`src/rtl/mawg_capture.sv`:
```
// mawg_capture: segmented waveform recorder.
// Writes selected samples from an input stream into wave RAM. An internal
// control table of {skip, length, offset} entries decides where they go.
// kick arms the recorder, trigger starts it, and it walks entries
// 0..ctrl_length-1 once before returning to idle with a done pulse.
// Optional build macro MAWG_CAPTURE_TRIG_EDGE_EN: trigger starts the
// capture only on a rising edge instead of on level.
// Ports:
//   clk, reset                         clock, synchronous active-high reset
//   ctrl_addr/ctrl_data/ctrl_we        control-table write port
//   kick, force_stop, ctrl_length      start request, abort, entry count
//   trigger, in_valid, in_data         start condition and sample stream
//   busy                               busy_r | kick
//   wave_we/wave_addr/wave_data        registered RAM write port
//   done                               one-cycle normal-completion pulse
//   capture_count                      samples written since last accepted kick
module mawg_capture #(
  parameter int unsigned CTRL_DEPTH = 4,
  parameter int unsigned WAVE_DEPTH = 16,
  parameter int unsigned WAVE_WIDTH = 16
) (
  input  logic                     clk,
  input  logic                     reset,
  input  logic [CTRL_DEPTH-1:0]    ctrl_addr,
  input  logic [2*WAVE_DEPTH+15:0] ctrl_data,
  input  logic                     ctrl_we,
  input  logic                     kick,
  output logic                     busy,
  input  logic                     force_stop,
  input  logic [CTRL_DEPTH-1:0]    ctrl_length,
  input  logic                     trigger,
  input  logic                     in_valid,
  input  logic [WAVE_WIDTH-1:0]    in_data,
  output logic                     wave_we,
  output logic [WAVE_DEPTH-1:0]    wave_addr,
  output logic [WAVE_WIDTH-1:0]    wave_data,
  output logic                     done,
  output logic [31:0]              capture_count
);

  localparam int unsigned ENTRIES = 1 << CTRL_DEPTH;
  localparam int unsigned ENTRY_W = 2 * WAVE_DEPTH + 16;
  localparam int unsigned IDX_W   = CTRL_DEPTH + 1;

  localparam logic [1:0] ST_IDLE = 2'd0;
  localparam logic [1:0] ST_ARM  = 2'd1;
  localparam logic [1:0] ST_SKIP = 2'd2;
  localparam logic [1:0] ST_CAPT = 2'd3;

  logic [ENTRY_W-1:0]    ctrl_mem_q [ENTRIES];

  logic [1:0]            state_q, state_d;
  logic                  busy_q, busy_d;
  logic [CTRL_DEPTH-1:0] idx_q, idx_d;
  logic [CTRL_DEPTH-1:0] len_reg_q, len_reg_d;
  logic [15:0]           skip_cnt_q, skip_cnt_d;
  logic [WAVE_DEPTH-1:0] len_cnt_q, len_cnt_d;
  logic [WAVE_DEPTH-1:0] addr_q, addr_d;
  logic                  wave_we_q, wave_we_d;
  logic [WAVE_DEPTH-1:0] wave_addr_q, wave_addr_d;
  logic [WAVE_WIDTH-1:0] wave_data_q, wave_data_d;
  logic                  done_q, done_d;
  logic [31:0]           cap_cnt_q, cap_cnt_d;

  logic                  trig_start_c;
  logic                  load_c;
  logic [CTRL_DEPTH-1:0] load_idx_c;
  logic [ENTRY_W-1:0]    entry_c;
  logic [15:0]           ent_skip_c;
  logic [WAVE_DEPTH-1:0] ent_len_c;
  logic [WAVE_DEPTH-1:0] ent_off_c;
  logic                  last_entry_c;

  // Control table: writable in any state, read asynchronously at load time
  always_ff @(posedge clk) begin
    if (ctrl_we) begin
      ctrl_mem_q[ctrl_addr] <= ctrl_data;
    end
  end

`ifdef MAWG_CAPTURE_TRIG_EDGE_EN
  logic trigger_d_q;

  // Previous trigger value, tracked in every state for edge detection
  always_ff @(posedge clk) begin
    if (reset) begin
      trigger_d_q <= 1'b0;
    end else begin
      trigger_d_q <= trigger;
    end
  end

  assign trig_start_c = trigger & ~trigger_d_q;
`else
  assign trig_start_c = trigger;
`endif

  // ARM always loads entry 0; a segment end loads the next entry
  assign load_idx_c   = (state_q == ST_ARM) ? '0 : idx_q + CTRL_DEPTH'(1);
  assign entry_c      = ctrl_mem_q[load_idx_c];
  assign ent_off_c    = entry_c[WAVE_DEPTH-1:0];
  assign ent_len_c    = entry_c[2*WAVE_DEPTH-1:WAVE_DEPTH];
  assign ent_skip_c   = entry_c[ENTRY_W-1:2*WAVE_DEPTH];
  assign last_entry_c = (IDX_W'(idx_q) + IDX_W'(1)) == IDX_W'(len_reg_q);

  // Next-state and datapath
  always_comb begin
    state_d     = state_q;
    busy_d      = busy_q;
    idx_d       = idx_q;
    len_reg_d   = len_reg_q;
    skip_cnt_d  = skip_cnt_q;
    len_cnt_d   = len_cnt_q;
    addr_d      = addr_q;
    wave_we_d   = 1'b0;
    wave_addr_d = wave_addr_q;
    wave_data_d = wave_data_q;
    done_d      = 1'b0;
    cap_cnt_d   = cap_cnt_q;
    load_c      = 1'b0;

    case (state_q)
      ST_IDLE: begin
        if (kick && (ctrl_length != '0) && !force_stop) begin
          len_reg_d = ctrl_length;
          idx_d     = '0;
          cap_cnt_d = '0;
          busy_d    = 1'b1;
          state_d   = ST_ARM;
        end else begin
          busy_d = 1'b0;
        end
      end
      ST_ARM: begin
        if (force_stop) begin
          state_d = ST_IDLE;
        end else if (trig_start_c) begin
          load_c = 1'b1;
        end
      end
      ST_SKIP: begin
        if (force_stop) begin
          state_d = ST_IDLE;
        end else if (in_valid) begin
          skip_cnt_d = skip_cnt_q - 16'd1;
          if (skip_cnt_q == 16'd1) begin
            state_d = ST_CAPT;
          end
        end
      end
      ST_CAPT: begin
        if (force_stop) begin
          state_d = ST_IDLE;
        end else if (in_valid) begin
          wave_we_d   = 1'b1;
          wave_addr_d = addr_q;
          wave_data_d = in_data;
          addr_d      = addr_q + WAVE_DEPTH'(1);
          len_cnt_d   = len_cnt_q - WAVE_DEPTH'(1);
          cap_cnt_d   = cap_cnt_q + 32'd1;
          // Length 0 ends after one write, same as length 1
          if (len_cnt_q <= WAVE_DEPTH'(1)) begin
            if (last_entry_c) begin
              done_d  = 1'b1;
              state_d = ST_IDLE;
            end else begin
              idx_d  = idx_q + CTRL_DEPTH'(1);
              load_c = 1'b1;
            end
          end
        end
      end
      default: state_d = ST_IDLE;
    endcase

    // Zero-bubble entry load shared by ARM start and segment switch
    if (load_c) begin
      skip_cnt_d = ent_skip_c;
      len_cnt_d  = ent_len_c;
      addr_d     = ent_off_c;
      state_d    = (ent_skip_c != 16'd0) ? ST_SKIP : ST_CAPT;
    end
  end

  // State and output registers
  always_ff @(posedge clk) begin
    if (reset) begin
      state_q     <= ST_IDLE;
      busy_q      <= 1'b1;
      idx_q       <= '0;
      len_reg_q   <= '0;
      skip_cnt_q  <= '0;
      len_cnt_q   <= '0;
      addr_q      <= '0;
      wave_we_q   <= 1'b0;
      wave_addr_q <= '0;
      wave_data_q <= '0;
      done_q      <= 1'b0;
      cap_cnt_q   <= '0;
    end else begin
      state_q     <= state_d;
      busy_q      <= busy_d;
      idx_q       <= idx_d;
      len_reg_q   <= len_reg_d;
      skip_cnt_q  <= skip_cnt_d;
      len_cnt_q   <= len_cnt_d;
      addr_q      <= addr_d;
      wave_we_q   <= wave_we_d;
      wave_addr_q <= wave_addr_d;
      wave_data_q <= wave_data_d;
      done_q      <= done_d;
      cap_cnt_q   <= cap_cnt_d;
    end
  end

  assign busy          = busy_q | kick;
  assign wave_we       = wave_we_q;
  assign wave_addr     = wave_addr_q;
  assign wave_data     = wave_data_q;
  assign done          = done_q;
  assign capture_count = cap_cnt_q;

endmodule

```
`config.mk`:
```
export PLATFORM = sky130hd
export DESIGN_NAME = mawg_capture
export DESIGN_NICKNAME = d
export VERILOG_FILES = /design/src/rtl/mawg_capture.sv
export SDC_FILE = /design/constraint.sdc
export NUM_CORES = 1
export LEC_CHECK = 0
export CORE_ASPECT_RATIO = 1.1
export CORE_MARGIN = 1.5
export CORE_UTILIZATION = 55
export DETAILED_ROUTE_END_ITERATION = 10
export PLACE_DENSITY_LB_ADDON = 0.08
export REMOVE_ABC_BUFFERS = 1
export SLEW_MARGIN = 15
export SYNTH_ARGS = -nofsm -noshare
export SYNTH_HDL_FRONTEND = slang
export SYNTH_SLANG_ARGS = --single-unit
```
`constraint.sdc`:
```
create_clock -name clk -period 7.45 [get_ports clk]
set_clock_uncertainty 0.15 [all_clocks]
set_input_delay 1.1175 -clock clk [delete_from_list [all_inputs] [get_ports clk]]
set_output_delay 1.1175 -clock clk [all_outputs]
set_load 0.03 [all_outputs]
```
==> reports/results.ini <==
[routing]
viasPerCell = 6.337
routed-wl-met2_um = 47330
vias = 22460
initialDrtViolationCount = 2068
wl_met3_um = 6185
finalWirelength_um = 94770
wire_per_inst_um = 26.74
met1Wirelength_um = 38610
ant_nets = 0
drc = 0
dr.pass1.iters = 5
dr.max_layer_used = met5

[power]
p_clk_share_pct = 42.3
pwr-share-seq_pct = 53.5
power_density_mw_per_mm2 = 253.8
p_sw_w = 0.002211
p_sw_share_pct = 21.30
ir_worst_vdd_v = 0.0002275
power.leakage_nw = 12.67
power.internal_w = 0.008166
p_comb_share_pct = 4.2
power_w = 0.01038

[finish]
drive_gt1_share_pct = 10.04
nets = 2708
area_growth_pct = 14.47
fill_cells = 4727
fin_util_pct = 63.93
design_area_mm2 = 0.04089

[cts]
insertion_delay_ns = 0.64
clockRootBuffer = clkbuf_16
h-tree-depth = 3
clk_pin_slew_ns = 0.06
cts_resized = 0
clock-sinks = 893
cts_made_buffers = 90
postCtsSetupBuffers = 0
clock_path_buffers = 3
cts_tree = yes
postCtsHoldBufs = 0

[sta]
fmax_ghz = 0.2204
final.setup.tns_ns = 0
period_minus_slack_ns = 4.536
rsz0062_at_grt = no
timing.final.crit_share_pct = 60.89
final-hold-violation-count = 0
worst_slew_pin_slew_ns = 1.186
finalSetupViolations = 0
holdWs_ns = 0.3054
relSlewSlack_pct = 20.73
drv_slew = 0

[critical_path]
crit_chain = ha_4 -> inv_1 -> buf_4 -> nor2_4 -> buf_12 -> mux2i_1 -> a211oi_1 -> o311ai_0 -> a21oi_1
crit_buf_inv = 3
critPathMaxFanout = 87
r2r-end = addr_q[5]
critPathKind = flip-flop to flip-flop
r2r_start = idx_q[0]
start_kind = flip-flop
r2r_slack_ns = 2.91
critical_path.top_delay_family = buffers and inverters
r2r_cells = 9
cp.required_ns = 7.79
endpoint_kind = flip-flop
cpPeakStageDelay_ns = 0.81
cp.arrival_ns = 4.87
crit_slowest_cell = dfxtp_4

[logic_synthesis]
synthTopCellsByCount = edfxtp_1 (768), nand2_1 (322), mux2i_1 (147)
synth_edf_count = 768
synth_ff_type = edfxtp_1
syn_avg_cell_area_um2 = 14.23
ys_seq_area_share_pct = 71.57
synth_seq_cells = 893
synth_cell_types = 84
synthesis.area_mm2 = 0.03572
yosysMostFrequentCell = edfxtp_1
synth_top_area_share_pct = 64.56
yosysTopAreaCell = edfxtp_1
yosys_warnings = 0
yosys-top-cells-area = edfxtp_1 (65%), dfxtp_1 (7.0%), mux2i_1 (4.1%)
ys_async_sr_fraction_pct = 0
syn_inst = 2510

[global_routing]
grt_overflow = 0
grt_antenna_before_repair = 4
grt_usage_pct = 28.51
grt_pass1_wl_um = 140300
grt_max_degree = 88
grt_pass1_vias = 22297

[placement]
placed_area_mm2 = 0.03799
port_buffers = 145
dpl.hpwl_um = 47090
gp_congestion = 0.8338

[worst_hold_path]
min_path_cells = 2
min_from = wave_addr[15]
hold_class = flip-flop to flip-flop
min_to = wave_addr[15]

[flow_run]
max-cap-violations = 0

[floorplan]
initial_utilization_pct = 55.85
die_w_um = 246.0
die_h_um = 270.3
ioPinCount = 146
placementRows = 97
die-area_mm2 = 0.06649
coreArea_mm2 = 0.06396

[run_status]
run_status = finished, final reports clean

metrics by stage:
stage	setup slack, ns	std cells
floorplan	-6.750	2342
global placement	3.028	3371
finish	2.914	3544
detailed placement	2.952	3371
global route	2.660	3544
CTS	2.925	3541
cells by family after synthesis:
logic type | after synthesis | share of synthesized area (%)
DFF | 893 | 71.57
AOI/OAI and AO/OA | 529 | 10.38
and+or+nand+nor | 666 | 8.515
buffers and inverters | 180 | 2.308
xor gates and xnor gates | 53 | 1.384
muxes | 182 | 5.601
adders and majority gates | 7 | 0.2452
cell type report:
cell class	instances	area (um^2)	share of cell area, %
timing repair buffer	188	1797	4.394
sequential	893	25570	62.53
clock inverter	44	344.1	0.8415
multi-input combinational	1437	9525	23.29
antenna	3	7.507	0.01836
clock buffer	126	2551	6.239
tap	841	1052	2.573
inverter	12	45.04	0.1102
cell usage in the layout (no fill, tap or decap), drive strengths merged, types with 9 or more instances in the layout:
| cell type | n |
|---|---|
| edfxtp | 768 |
| mux2 | 23 |
| nor2b | 38 |
| nand2 | 323 |
| dfxtp | 125 |
| o311ai | 30 |
| nand2b | 11 |
| a311o | 20 |
| o22ai | 87 |
| xor2 | 24 |
| and2 | 10 |
| or3 | 9 |
| inv | 16 |
| o21ai | 24 |
| nand3 | 69 |
| clkinv | 29 |
| buf | 44 |
| nor2 | 108 |
| clkdlybuf4s50 | 144 |
| mux2i | 147 |
| o211ai | 12 |
| xnor2 | 28 |
| a211oi | 112 |
| a221oi | 9 |
| o221ai | 13 |
| a311oi | 32 |
| a31oi | 23 |
| a21oi | 121 |
| nand4 | 12 |
| mux4 | 12 |
| nor3 | 34 |
| and3 | 12 |
| clkbuf | 126 |
metal layers:
metal,up-vias,track usage (%)
met2,881,48.47
met1,11411,37.71
met3,183,3.865
li1,9983,-
met4,2,9.638
met5,-,0
worst max-delay path by stage:
stage / slack, ns / depth (start not counted) / startpoint / to
4_1_cts: 2.92 / 9 / idx_q[0] / addr_q[2]
2_1_floorplan: -6.75 / 9 / idx_q[0] / state_q[0]
5_1_grt: 2.66 / 9 / idx_q[0] / addr_q[5]
3_3_place_gp: 3.03 / 9 / idx_q[0] / addr_q[2]
3_5_place_dp: 2.95 / 9 / idx_q[0] / addr_q[2]
6_report: 2.91 / 9 / idx_q[0] / addr_q[5]
sequential cells by signal (all words and copies together) (netlist names), 4 cells and up:
| signal | count |
|---|---|
| len_reg_q | 4 |
| wave_addr | 16 |
| addr_q | 16 |
| skip_cnt_q | 16 |
| idx_q | 4 |
| len_cnt_q | 16 |
| ctrl_mem_q | 768 |
| wave_data | 16 |
| capture_count | 32 |
power by group through the flow:
stage	logic [W]	clock network, W	registers (W)
global route	0.000463	0.00463	0.00556
finish	0.000432	0.00439	0.00556
floorplan	0.000205	0	0.00566
detailed placement	0.000429	0	0.00566
CTS	0.000431	0.00444	0.00556
global placement	0.000422	0	0.00566
worst register-to-register path, stage by stage (launching register included):
cell and delay, ns:
dfxtp_4 0.81, ha_4 0.57, inv_1 0.33, buf_4 0.30, nor2_4 0.54, buf_12 0.58
mux2i_1 0.34, a211oi_1 0.09, o311ai_0 0.53, a21oi_1 0.14
Power figures use the tool's default switching activity.
